$ cat src/rtl/io_interrupt_ctrl.sv
// I/O and interrupt resources of the basic computer: INPR/OUTR, FGI/FGO, IEN, R.
// Also runs the device handshakes and sequences the RT0..RT2 interrupt cycle.
module io_interrupt_ctrl #(
    parameter int                IO_W      = 8,
    parameter int                ADDR_W    = 12,
    parameter logic [ADDR_W-1:0] SAVE_ADDR = '0
) (
    input  logic              clk,
    input  logic              reset,
    input  logic              io_exec,
    input  logic [5:0]        io_op,
    input  logic [IO_W-1:0]   ac_low,
    input  logic              r_sample,
    input  logic              cycle_start,
    input  logic              in_valid,
    input  logic [IO_W-1:0]   in_data,
    output logic              in_ready,
    output logic [IO_W-1:0]   out_data,
    output logic              out_valid,
    input  logic              out_ready,
    output logic [IO_W-1:0]   inpr,
    output logic              fgi,
    output logic              fgo,
    output logic              ien,
    output logic              r,
    output logic              skip,
    output logic              int_active,
    output logic [2:0]        rt,
    output logic [ADDR_W-1:0] save_addr
);

    // One-hot encoding so the state register drives rt directly.
    typedef enum logic [2:0] {
        ST_IDLE = 3'b000,
        ST_RT0  = 3'b001,
        ST_RT1  = 3'b010,
        ST_RT2  = 3'b100
    } state_t;

    state_t          r_state;
    logic [IO_W-1:0] r_inpr;
    logic [IO_W-1:0] r_outr;
    logic            r_fgi;
    logic            r_fgo;
    logic            r_ien;
    logic            r_r;

    logic w_int_active;
    logic w_exec;
    logic w_inp;
    logic w_out;
    logic w_ski;
    logic w_sko;
    logic w_ion;
    logic w_iof;
    logic w_in_accept;
    logic w_out_done;
    logic w_r_set;

    assign w_int_active = (r_state != ST_IDLE);
    assign w_exec       = io_exec & ~w_int_active;
    assign w_inp        = w_exec & io_op[5];
    assign w_out        = w_exec & io_op[4];
    assign w_ski        = w_exec & io_op[3];
    assign w_sko        = w_exec & io_op[2];
    assign w_ion        = w_exec & io_op[1];
    assign w_iof        = w_exec & io_op[0];
    assign w_in_accept  = in_valid & ~r_fgi;
    assign w_out_done   = out_ready & ~r_fgo & ~w_out;
    assign w_r_set      = r_sample & ~w_int_active & r_ien & (r_fgi | r_fgo);

    always_ff @(posedge clk) begin
        if (reset) begin
            r_state <= ST_IDLE;
            r_inpr  <= '0;
            r_outr  <= '0;
            r_fgi   <= 1'b0;
            r_fgo   <= 1'b1;
            r_ien   <= 1'b0;
            r_r     <= 1'b0;
        end else begin
            // A device accept in the same cycle as INP leaves the flag set.
            if (w_in_accept) begin
                r_inpr <= in_data;
                r_fgi  <= 1'b1;
            end else if (w_inp) begin
                r_fgi  <= 1'b0;
            end

            if (w_out) begin
                r_outr <= ac_low;
                r_fgo  <= 1'b0;
            end else if (w_out_done) begin
                r_fgo  <= 1'b1;
            end

            if (r_state == ST_RT2) begin
                r_ien <= 1'b0;
            end else if (w_iof) begin
                r_ien <= 1'b0;
            end else if (w_ion) begin
                r_ien <= 1'b1;
            end

            if (r_state == ST_RT2) begin
                r_r <= 1'b0;
            end else if (w_r_set) begin
                r_r <= 1'b1;
            end

            case (r_state)
                ST_IDLE: if (cycle_start && r_r) r_state <= ST_RT0;
                ST_RT0:  r_state <= ST_RT1;
                ST_RT1:  r_state <= ST_RT2;
                ST_RT2:  r_state <= ST_IDLE;
                default: r_state <= ST_IDLE;
            endcase
        end
    end

    assign skip       = (w_ski & r_fgi) | (w_sko & r_fgo);
    assign int_active = w_int_active;
    assign rt         = r_state;
    assign inpr       = r_inpr;
    assign out_data   = r_outr;
    assign fgi        = r_fgi;
    assign fgo        = r_fgo;
    assign ien        = r_ien;
    assign r          = r_r;
    assign in_ready   = ~r_fgi;
    assign out_valid  = ~r_fgo;
    assign save_addr  = SAVE_ADDR;

endmodule

$ cat config.mk
export PLATFORM = sky130hd
export DESIGN_NAME = io_interrupt_ctrl
export DESIGN_NICKNAME = d
export VERILOG_FILES = /design/src/rtl/io_interrupt_ctrl.sv
export SDC_FILE = /design/constraint.sdc
export NUM_CORES = 1
export LEC_CHECK = 0
export ABC_AREA = 1
export CAP_MARGIN = 20
export CORE_ASPECT_RATIO = 0.8
export CORE_MARGIN = 2
export CORE_UTILIZATION = 33
export CTS_CLUSTER_SIZE = 30
export DETAILED_ROUTE_END_ITERATION = 10
export PLACE_DENSITY = 0.76
export SLEW_MARGIN = 30
export SYNTH_ARGS = -nofsm -noshare
export SYNTH_HDL_FRONTEND = slang
export SYNTH_SLANG_ARGS = --single-unit
export TNS_END_PERCENT = 1
$ cat constraint.sdc
create_clock -name clk -period 2.1 [get_ports clk]
set_input_delay 0.42 -clock clk [delete_from_list [all_inputs] [get_ports clk]]
set_output_delay 0.42 -clock clk [all_outputs]
set_load 0.005 [all_outputs]
; Yosys cells after proc, flatten, opt, wreduce, memory -nomap -nowiden
; Cells that the tools add are included.
[word_totals]
regBits = 23
in_bits = 29
output_inout_bits = 39
word_cells = 45
[classes]
n_eq_ne = 4
muxes = 6
bitwise_logic = 21
reduce_logical = 7
[op_table]
columns = cell, count
row1 = $and 1x1->1, 15
row2 = $pmux 3 s3, 1
row3 = $mux 1, 4
row4 = $not 1->1, 4
row5 = $reduce_bool 2->1, 2
row6 = $eq 3x1->1 const B, 1
row7 = $eq 3x2->1 const B, 1
row8 = $eq 3x3->1 const B, 1
row9 = $logic_not 3->1, 1
row10 = $mux 3, 1
row11 = $reduce_bool 3->1, 1
row12 = $reduce_or 3->1, 1
row13 = $ne 2x2->1 const B, 1
row14 = $or 1x1->1, 2
row15 = $reduce_or 2->1, 1
row16 = $logic_and 1x1->1, 1

; Longest topological paths before layout
[logic_depth]
word_depth = 8
mapped_depth = 6
ltp_nobuf = 6

; Worst setup path before layout
; No wires, ideal clock.
[synth_path]
path_type = flip-flop to output port
start = register r_state[0], in the netlist rt[0]
end = output skip
arrival_ns = 0.926
t_required_ns = 1.680
path_slack_ns = 0.754
path_stages_with_launch = 6
n_path_buf = 0
cell_sequence = dfxtp_1 nor2_4 nand2_1 nor2_1 nand3_1 nand2_1
[synth_between]
elab_chain_cells = 6
elab_cells_between_ends = 8
classes_between = bitwise (7) / reduce/logical (1)
[synth_lines]
columns = element, line_no
row1 = start: declaration, 40  ; state_t r_state;
row2 = start signal: assignment, 74  ; r_state <= ST_IDLE;
row3 = start signal: assignment, 112  ; ST_IDLE: if (cycle_start && r_r) r_state <= ST_RT0;
row4 = start signal: assignment, 113  ; ST_RT0: r_state <= ST_RT1;
row5 = $reduce_bool 3->1 *, 60  ; assign w_int_active = (r_state != ST_IDLE);
row6 = via int_active, 27  ; output logic int_active,
row7 = $not 1->1 *, 61  ; assign w_exec = io_exec & ~w_int_active;
row8 = $and 1x1->1 *, 61
row9 = $and 1x1->1 (on tied branches), "64, 65"
row10 = $and 1x1->1, 121  ; assign skip = (w_ski & r_fgi) | (w_sko & r_fgo);
row11 = $or 1x1->1 *, 121
row12 = end: declaration, 26  ; output logic skip,
; Mark *: on every way through the listed nets, which the timed path passes. The rest lies on a longest branch.

; Worst setup path in the final report
[layout_path]
start = input io_exec
end = output skip
[layout_between]
elab_chain_cells = 4
elab_cells_between_ends = 6
classes_between = bitwise (6)
[layout_lines]
columns = element, line_no
row1 = start: declaration, 10  ; input logic io_exec,
row2 = $and 1x1->1 *, 61
row3 = $and 1x1->1 (on tied branches), "64, 65"
row4 = $and 1x1->1, 121
row5 = $or 1x1->1 *, 121
; Every way passes the cells marked *; elsewhere a longest branch is shown, timed or not.

==> results.py <==
metrics = {
    "status": {
        "outcome": "finished, final reports clean",
    },
    "routing": {
        "dr.pass1.iters": 4,
        "vias": 970,
        "avgRoutedWirePerCell_um": 9.37,
        "drt_iter0_drc": 21,
        "vias_per_cell": 4.02,
        "wl_um": 2260,
        "detail-route-antenna-nets": 0,
        "remaining_drc_errors": 0,
    },
    "floorplanning": {
        "dieArea_um2": 3570,
        "start_util_pct": 34.0,
        "ios": 68,
        "fp.dieW_um": 66.3,
        "die_h_um": 53.8,
        "coreArea_um2": 3020,
        "rows": 18,
    },
    "layout": {
        "nets": 231,
        "fillers": 311,
        "fin_area_um2": 1620,
        "diodes": 0,
        "final_cells": 241,
        "drive_gt1_share_pct": 5.47,
        "syn_to_final_growth_pct": 58.2,
        "post-route-util_pct": 53.7,
    },
    "run": {
        "max_cap_violations": 0,
    },
    "global_route": {
        "overflow": 0,
        "grt_max_degree": 19,
        "grt_util_all_layers_pct": 13.2,
        "antenna_found_initial": 0,
        "grt_pass1_wl_um": 3580,
        "grt_pass1_vias": 810,
    },
    "timing": {
        "hold_viol_final": 0,
        "skew_ns": 0.00131,
        "period_share_pct": 89.2,
        "setup_viol": 0,
        "max_freq_mhz": 534,
        "period_needed_ns": 1.87,
        "rsz0062_at_grt": "false",
        "drv_slew": 0,
    },
    "logic_synthesis": {
        "synth_cells": 142,
        "yosysSeqAreaShare_pct": 44.9,
        "synth-seq-cells": 23,
        "ys.warnings.count": 0,
        "synthArstFlopShare_pct": 0,
        "ys.flop_type": "dfxtp_1",
        "synth_top_area_cell": "dfxtp_1",
        "synth_most_common_cell": "nor2_1",
        "yosys.cell_types.count": 18,
        "ys_top_cells_by_count": "nor2_1, nand2_1, dfxtp_1",
        "ys_top_cells_by_area": "dfxtp_1, nor2_1, nand2_1, buf_4, inv_1",
        "syn_area_per_cell_um2": 7.22,
        "synth_edf_count": 0,
        "netlist_area_um2": 1020,
        "synth_top_area_share_pct": 44.9,
    },
    "power_and_ir_drop": {
        "ir_drop_uv": 488,
        "report.power.total_mw": 0.961,
        "p_sw_mw": 0.234,
        "power_density_nw_per_um2": 593,
        "power_frac_seq_pct": 50.1,
        "p_clk_share_pct": 27.9,
        "cellInternalPower_mw": 0.727,
        "p_leak_nw": 0.730,
        "p_sw_share_pct": 24.4,
        "share_comb_of_total_power_pct": 22.0,
    },
    "cts": {
        "cts_inserted_buffers": 3,
        "cts_hold_buf": 0,
        "path_clk_slew_ns": 0.08,
        "clk_path_buf_depth": 2,
        "clock_latency_ns": 0.26,
        "cts_tree": "built",
        "clockRootBuffer": "clkbuf_8",
        "h-tree-depth": 1,
        "cts_num_sinks": 23,
    },
    "min_path": {
        "hold_end": "inpr[1]",
        "holdCritPathClass": "reg2reg",
        "hp-start": "inpr[1]",
        "holdPathStages": 2,
    },
    "critical_path": {
        "end_kind": "output port",
        "critical_path_class": "in2out",
        "worstPathArrival_ns": 1.45,
        "reg2reg_depth": 5,
        "r2r_slack_ns": 0.89,
        "reg2reg_from": "fgi",
        "crit_required_ns": 1.68,
        "cp-start-kind": "primary input",
        "reg2reg_to": "inpr[3]",
        "crit_fanout": 3,
    },
    "placement": {
        "io_buffers": 55,
        "gp_congestion": 0.743,
        "dp.cells": 236,
        "dpl.hpwl_um": 1740,
        "post_dp_cell_area_um2": 1570,
    },
}
routing by layer:
layer	track usage (%)	vias up	wire, um
met3	6.69	2	244
li1	-	522	-
met4	3.74	0	8
met2	20.5	37	1030
met1	16.1	409	979
met5	0	-	0
logic make-up (layout without fill, tap and decap cells):
kind of cell	Yosys count	count (layout)	share of synthesized area, %
buffers and inverters	32	80	17.8
other	1	12	0.366
flip-flops	23	23	44.9
AND/OR/NAND/NOR	74	74	30.8
AO/OA/AOI/OAI	12	12	6.11
worst max path at each step:
stage,start,to,slack [ns]
after floorplan,rt[0],skip,0.75
after detailed placement,io_exec,skip,-0.1
after global placement,io_exec,skip,-0.09
after CTS,io_exec,skip,0.22
after global routing,rt[2],skip,0.15
final,io_exec,skip,0.23
power by group through the flow:
stage               sequential, mW  clock, mW  combinational (mW)
finish                       0.482      0.268               0.211
global route                 0.486      0.303               0.237
detailed placement           0.493          0               0.212
global placement             0.492          0               0.211
CTS                          0.482      0.283               0.214
floorplan                    0.494          0              0.0927
critical path: stages:
cell and delay, ns:
clkdlybuf4s50_1 0.48, inv_1 0.05, nor2_2 0.11, nand3_1 0.08
nand2_1 0.08, dlygate4sd2_1 0.23
sequential cells by signal, indices dropped and copies added, names as in the netlist:
name,count
fgo,1
ien,1
inpr,8
rt,3
fgi,1
r,1
out_data,8
cell usage in the layout, fill, tap and decap left out, drive strengths merged, types with 2 or more instances in the layout:
cell type,Yosys,final
dfxtp,23,23
nor2,38,38
nand2,29,29
buf,13,3
nand3,3,3
clkdlybuf4s50,0,54
conb,1,12
o21ai,10,10
nand4,3,3
clkbuf,1,3
inv,17,17
clkinv,1,2
final cells by class:
cell class                      count  area, um^2  share of cell area, %
Multi-Input combinational cell     98         425                   26.2
Timing Repair Buffer               58         572                   35.3
Sequential cell                    23         460                   28.4
Inverter                           18        67.6                   4.17
Clock buffer                        3        41.3                   2.55
Clock inverter                      1        5.00                  0.309
Tap cell                           40        50.0                   3.09
stage by stage:
stage	setup slack, ns	hold WS [ns]	TNS (ns)
2_1_floorplan	0.754	0.468	0
3_3_place_gp	-0.0869	0.461	-0.0869
3_5_place_dp	-0.0999	0.471	-0.0999
4_1_cts	0.217	0.490	0
5_1_grt	0.146	0.518	0
6_report	0.226	0.484	0
repair_timing:
action                                  in CTS  in global routing
hold endpoints to repair                     0                  0
buffers inserted                             1                  0
gates resized for setup                      2                  0
endpoints found under the setup margin       1                  0
(Power assumes the default switching activity.)
